[config.mk]
export PLATFORM = sky130hd
export DESIGN_NAME = pipeline_ctrl
export DESIGN_NICKNAME = d
export VERILOG_FILES = /design/src/rtl/pipeline_ctrl_pkg.sv /design/src/rtl/pipeline_ctrl_load_use.sv /design/src/rtl/pipeline_ctrl.sv
export SDC_FILE = /design/constraint.sdc
export NUM_CORES = 1
export LEC_CHECK = 0
export ABC_AREA = 1
export CORE_ASPECT_RATIO = 1.4
export CORE_MARGIN = 2
export CORE_UTILIZATION = 55
export CTS_CLUSTER_DIAMETER = 80
export DETAILED_ROUTE_END_ITERATION = 6
export DONT_BUFFER_PORTS = 1
export HOLD_SLACK_MARGIN = 0.03
export PLACE_DENSITY = 0.69
export SLEW_MARGIN = 25
export SYNTH_ARGS = -nofsm -noshare
export SYNTH_HDL_FRONTEND = slang
export SYNTH_SLANG_ARGS = --single-unit
[constraint.sdc]
create_clock -name clk -period 2.05 [get_ports clk]
set_clock_uncertainty 0.15 [all_clocks]
set_input_delay 0.41 -clock clk [delete_from_list [all_inputs] [get_ports clk]]
set_output_delay 0.41 -clock clk [all_outputs]
set_load 0.05 [all_outputs]
[src/rtl/pipeline_ctrl_pkg.sv]
// Shared definitions for the kanade32 pipeline stall/flush controller:
// FSM state encodings, the register-zero constant and counter saturation.
package pipeline_ctrl_pkg;

    typedef enum logic [1:0] {
        ST_RUN     = 2'd0,
        ST_LU_HOLD = 2'd1,
        ST_DWAIT   = 2'd2,
        ST_ERROR   = 2'd3
    } state_t;

    localparam logic [4:0]  REG_ZERO = 5'd0;
    localparam logic [31:0] CNT_MAX  = 32'hFFFF_FFFF;

    function automatic logic [31:0] sat_inc(input logic [31:0] value);
        return (value == CNT_MAX) ? CNT_MAX : value + 32'd1;
    endfunction

endpackage

[src/rtl/pipeline_ctrl_load_use.sv]
// Combinational load-use hazard detector: a load in DE whose destination
// is read by the instruction currently in FD.
import pipeline_ctrl_pkg::*;

module load_use_detect (
    input  logic [4:0] fd_rs,
    input  logic [4:0] fd_rt,
    input  logic       fd_uses_rs,
    input  logic       fd_uses_rt,
    input  logic       de_mem_read,
    input  logic [4:0] de_dst_reg,
    output logic       hazard
);

    logic rs_match;
    logic rt_match;

    assign rs_match = fd_uses_rs && (fd_rs == de_dst_reg);
    assign rt_match = fd_uses_rt && (fd_rt == de_dst_reg);
    // r0 is hard-wired to zero, so a load targeting it never creates a dependency.
    assign hazard   = de_mem_read && (de_dst_reg != REG_ZERO) && (rs_match || rt_match);

endmodule

[src/rtl/pipeline_ctrl.sv]
// Central stall/flush controller: load-use bubbles, imem/dmem wait handling,
// redirect squashing, dmem timeout halt and saturating perf counters.
import pipeline_ctrl_pkg::*;

module pipeline_ctrl #(
    parameter int WAIT_TIMEOUT     = 1024,
    parameter int LOAD_USE_BUBBLES = 1
) (
    input  logic        clk,
    input  logic        reset,
    input  logic [4:0]  fd_rs,
    input  logic [4:0]  fd_rt,
    input  logic        fd_uses_rs,
    input  logic        fd_uses_rt,
    input  logic        de_mem_read,
    input  logic [4:0]  de_dst_reg,
    input  logic        em_redirect,
    input  logic        em_mem_access,
    input  logic        dmem_ready,
    input  logic        imem_ready,
    output logic        pc_wren,
    output logic        fd_wren,
    output logic        de_wren,
    output logic        em_wren,
    output logic        mw_wren,
    output logic        fd_flush,
    output logic        de_flush,
    output logic        em_flush,
    output logic        pc_redirect,
    output logic        halted,
    output logic        err_timeout,
    output logic [31:0] stall_count,
    output logic [31:0] flush_count
);

    // The entry cycle is the first not-ready cycle, so the counter value seen
    // in DWAIT on the WAIT_TIMEOUT-th not-ready cycle is WAIT_TIMEOUT-2.
    localparam logic [15:0] WAIT_LAST = 16'(WAIT_TIMEOUT - 2);

    state_t      state;
    logic [15:0] wait_cnt;
    logic        lu_resume;
    logic [31:0] stall_cnt;
    logic [31:0] flush_cnt;

    logic hazard;
    logic dmem_wait;
    logic in_hold;
    logic do_redirect;
    logic do_lu;

    load_use_detect u_load_use_detect (
        .fd_rs       (fd_rs),
        .fd_rt       (fd_rt),
        .fd_uses_rs  (fd_uses_rs),
        .fd_uses_rt  (fd_uses_rt),
        .de_mem_read (de_mem_read),
        .de_dst_reg  (de_dst_reg),
        .hazard      (hazard)
    );

    assign dmem_wait   = em_mem_access && !dmem_ready;
    assign in_hold     = (state == ST_LU_HOLD) || (state == ST_DWAIT && lu_resume);
    assign do_redirect = !reset && state != ST_ERROR && !dmem_wait && em_redirect;
    assign do_lu       = !reset && state != ST_ERROR && !dmem_wait && !em_redirect
                         && (hazard || in_hold);

    always_comb begin
        // NOTE: every output gets a default first so no path through the
        // if-chain can leave one unassigned and infer a latch.
        pc_wren     = 1'b0;
        fd_wren     = 1'b0;
        de_wren     = 1'b0;
        em_wren     = 1'b0;
        mw_wren     = 1'b0;
        fd_flush    = 1'b0;
        de_flush    = 1'b0;
        em_flush    = 1'b0;
        pc_redirect = 1'b0;
        halted      = 1'b0;
        err_timeout = 1'b0;
        if (reset) begin
            fd_flush = 1'b1;
            de_flush = 1'b1;
            em_flush = 1'b1;
        end else if (state == ST_ERROR) begin
            halted      = 1'b1;
            err_timeout = 1'b1;
        end else if (!dmem_wait) begin
            pc_wren = 1'b1;
            fd_wren = 1'b1;
            de_wren = 1'b1;
            em_wren = 1'b1;
            mw_wren = 1'b1;
            if (do_redirect) begin
                pc_redirect = 1'b1;
                fd_flush    = 1'b1;
                de_flush    = 1'b1;
                em_flush    = 1'b1;
            end else if (do_lu) begin
                pc_wren  = 1'b0;
                fd_wren  = 1'b0;
                de_flush = 1'b1;
            end else if (!imem_ready) begin
                pc_wren  = 1'b0;
                fd_flush = 1'b1;
            end
        end
    end

    assign stall_count = reset ? 32'd0 : stall_cnt;
    assign flush_count = reset ? 32'd0 : flush_cnt;

    // NOTE: all state below uses non-blocking assignments so every register
    // samples the pre-edge values regardless of statement order.
    always_ff @(posedge clk) begin
        if (reset) begin
            state     <= ST_RUN;
            wait_cnt  <= '0;
            lu_resume <= 1'b0;
            stall_cnt <= '0;
            flush_cnt <= '0;
        end else if (state != ST_ERROR) begin
            if (!pc_wren) stall_cnt <= sat_inc(stall_cnt);
            if (do_redirect) flush_cnt <= sat_inc(flush_cnt);

            if (dmem_wait) begin
                if (state == ST_DWAIT) begin
                    if (wait_cnt == WAIT_LAST) state <= ST_ERROR;
                    else wait_cnt <= wait_cnt + 16'd1;
                end else begin
                    state     <= ST_DWAIT;
                    wait_cnt  <= '0;
                    lu_resume <= (state == ST_LU_HOLD);
                end
            end else begin
                lu_resume <= 1'b0;
                if (do_lu && hazard && !in_hold && LOAD_USE_BUBBLES == 2) state <= ST_LU_HOLD;
                else state <= ST_RUN;
            end
        end
    end

endmodule

==> reports/metrics.csv <==
metric,value,unit
largest family of logic cells by synthesized area,simple AND/OR/NAND/NOR gates,
relative slew slack,59.5,%
leak pwr,0.00309,uW
Residual DRC,0,
number of synthesized register bits,83,
core box area,0.0105,mm2
DIE AREA,0.0116,mm2
Final Wtd Congestion,1.00,
global-route usage over all layers,31.1,%
vias in the first global route,6528,
asr flop ratio synth,0,%
Sw Pwr,906,uW
Post-Synth XOR/XNOR Area,2.95,%
placed cell area,0.00691,mm2
failing checks,setup timing,
RSZ-0062 raised after global routing,true,
Seq pwr share,42.9,%
final wirelength,19000,um
DRT iter0 DRCs,470,
syn_nets,1026,
Cell Int Power,2890,uW
Cells after Synth,998,
Final period util,103,%
Compound-Gate Fraction of Synth Area,10.7,%
"Power, Total",3800,uW
hpwl dp,13600,um
filler cell count,934,
GR Layer Usage met3,3.68,%
max-cap viol count,0,
Ports,99,
DR WL/cell,15.3,um
num rows,44,
Synth Area in Adders,0.844,%
clock latency on the worst-skew pair,340,ps
R2R depth,8,
"Req. time, crit path",1490,ps
Critical Path Source Type,flip-flop,
nature of the critical path endpoint,output port,
drt via density,5.65,
Max Root-Sink Buffers,2,
root buf cell,clkbuf_16,
CTS sink cnt,83,
"EDFF count, synth",0,
worst-path maximum fanout,13,
Via Count,7015,
Tmin final,2110,ps
"Primary FF master, synth",dfxtp_1,
Mean Syn Cell Area,5.94,um2
CTS H-tree depth,3,
GR peak layer,met2,
clock transition at the registers of the reported paths,60,ps
Final Setup Violations,4,
I/O Buffers,0,
Achievable Freq,473,MHz
peak supply drop,436,uV
Buf/Inv on CP,3,
hold path cells,1,
"Slew Viols, Final",0,
status,"complete, but fails checks",
smallest setup slack after layout,-63.3,ps
initial antenna violation count,0,
Horiz. Die Dim,91.8,um
first-pass GRT wire length,29600,um
Layout area overhead,29.3,%
Mapped Area,0.00593,mm2
Critical Path Stages,7,
starting density of the core,56.7,%
"Design Area, Final",0.00767,mm2
Layout Nets,1128,
GR Overflow Total,0,
proportion of layout cells with a drive suffix above 1,19.8,%
Fin. Hold Viols,0,
register area share after synthesis,28.0,%
number of library cell types mapped by synthesis,41,
crit path cell chain,nand2_4 -> buf_8 -> nand2_1 -> nand2_2 -> buf_6 -> a21oi_4 -> buf_12,
crit path kind,reg2out,
met1 usage,34.6,%
Hold WC Path Type,in2reg,
clock share of power,46.9,%
Chip Height,127,um
worst slew pin tran,602,ps
First-pass DRT Iterations,5,
"Largest stage delay, worst path",370,ps
largest net degree at the start of global routing,141,
Sw Share,23.8,%
synth warn,0,
Pwr Density,495,mW/mm2
critical path's slowest cell,dfxtp_4,
CTS buffer count,9,
mux contribution to synthesized area,0,%
Worst EP arrival,1550,ps
DRT antenna net count,0,
combinational group share of total power,10.3,%
Fin Setup TNS,-146,ps
CTS tree,built,
Antenna Cells,0,
crit-path leading delay family,buffers and inverters,
met2 Use GR,55.7,%
Post-Synth Simple-Gate Area,46.1,%
## registers in the layout, summed over array words and instances, names as in the netlist
name,cells
flush_cnt,32
state,2
lu_resume,1
stall_cnt,32
wait_cnt,16
## per-layer routing
| layer | up-vias | wire length, um |
|---|---|---|
| li1 | 3440 | - |
| met1 | 3241 | 7290 |
| met2 | 259 | 9690 |
| met3 | 75 | 902 |
| met4 | 0 | 1170 |
| met5 | - | 0 |
## cells in the final DEF (no fill, tap or decap), types with 25 or more instances in the layout
cell type,instances
a21oi_1,59
buf_4,104
dfxtp_1,80
inv_1,127
nand2_1,256
nand3_1,75
nand4_1,56
nor2_1,130
nor3_1,29
o21ai_0,25
## synthesized netlist by cell type, drive strengths merged, types with 2 or more instances
cell type	n	share of area, %
nand2	269	17
nor2	155	10
inv	132	8.4
dfxtp	83	28
nand3	81	7.2
a21oi	67	6.1
nand4	58	6.5
nor3	34	3.3
o21ai	28	2.4
buf	20	1.8
clkbuf	19	1.2
xor2	18	2.7
a31oi	11	1.5
nor4	5	0.53
ha	4	0.84
or2	4	0.42
nor3b	2	0.25
xnor2	2	0.30
## timing repair
item / in CTS / in global routing
setup endpoints to repair: 6 / 67
pin swaps: 9 / 7
cloned: 1 / 1
endpoints found under the hold margin: 73 / 15
gates resized for setup: 18 / 41
setup buffers: 11 / 6
hold buffers: 3 / 2
## cell type report
type | instances | area [um2] | area share (%)
clock buffers | 12 | 256 | 3.34
flip-flops and latches | 83 | 1670 | 21.7
repair buffers | 129 | 1170 | 15.2
inverters | 133 | 507 | 6.61
well taps | 138 | 173 | 2.25
clock inverters | 2 | 60.1 | 0.783
multi-input cells | 744 | 3840 | 50.0
## cells by family after synthesis
family / after synthesis
and+or+nand+nor: 608
buffers and inverters: 172
AOI/OAI and AO/OA: 111
DFF: 83
xor gates and xnor gates: 20
adders and majority gates: 4
## worst paths after layout
check                                           startpoint                          to  slack [ps]
worst max-delay path                 state[1]$_SDFFE_PP0P_                     fd_wren         -60
worst min-delay path                                 reset  stall_cnt[21]$_SDFFE_PP0P_          40
worst max register to register   flush_cnt[1]$_SDFFE_PP0P_  flush_cnt[20]$_SDFFE_PP0P_          70
worst min register to register  flush_cnt[26]$_SDFFE_PP0P_  flush_cnt[26]$_SDFFE_PP0P_         340
## power groups by stage
| stage | Sequential [uW] | Combinational, uW | Clock (uW) |
|---|---|---|---|
| 2_1_floorplan | 1670 | 252 | 0 |
| 3_3_place_gp | 1660 | 319 | 0 |
| 3_5_place_dp | 1670 | 325 | 0 |
| 4_1_cts | 1630 | 360 | 1800 |
| 5_1_grt | 1630 | 417 | 1860 |
| 6_report | 1630 | 390 | 1780 |
## worst reg2reg max path, stage by stage (launching register included)
cell and delay (ps):
dfxtp_2 350, ha_2 190, nand2_1 100, nor3_4 140
buf_4 160, nand4_4 140, nor2_4 260, nand2_1 150
a211oi_1 270
## per-stage QoR
step	hold slack, ps	util [%]	cells	setup slack [ps]
6_report	40.7	73.3	1241	-63.3
4_1_cts	-16.2	71.0	1232	-45.7
2_1_floorplan	308	-	998	-81.1
3_3_place_gp	315	66.1	1204	30.0
5_1_grt	16.5	73.3	1241	-98.7
3_5_place_dp	321	66.1	1204	-5.93
No activity file was read; power rests on OpenSTA's default activity.
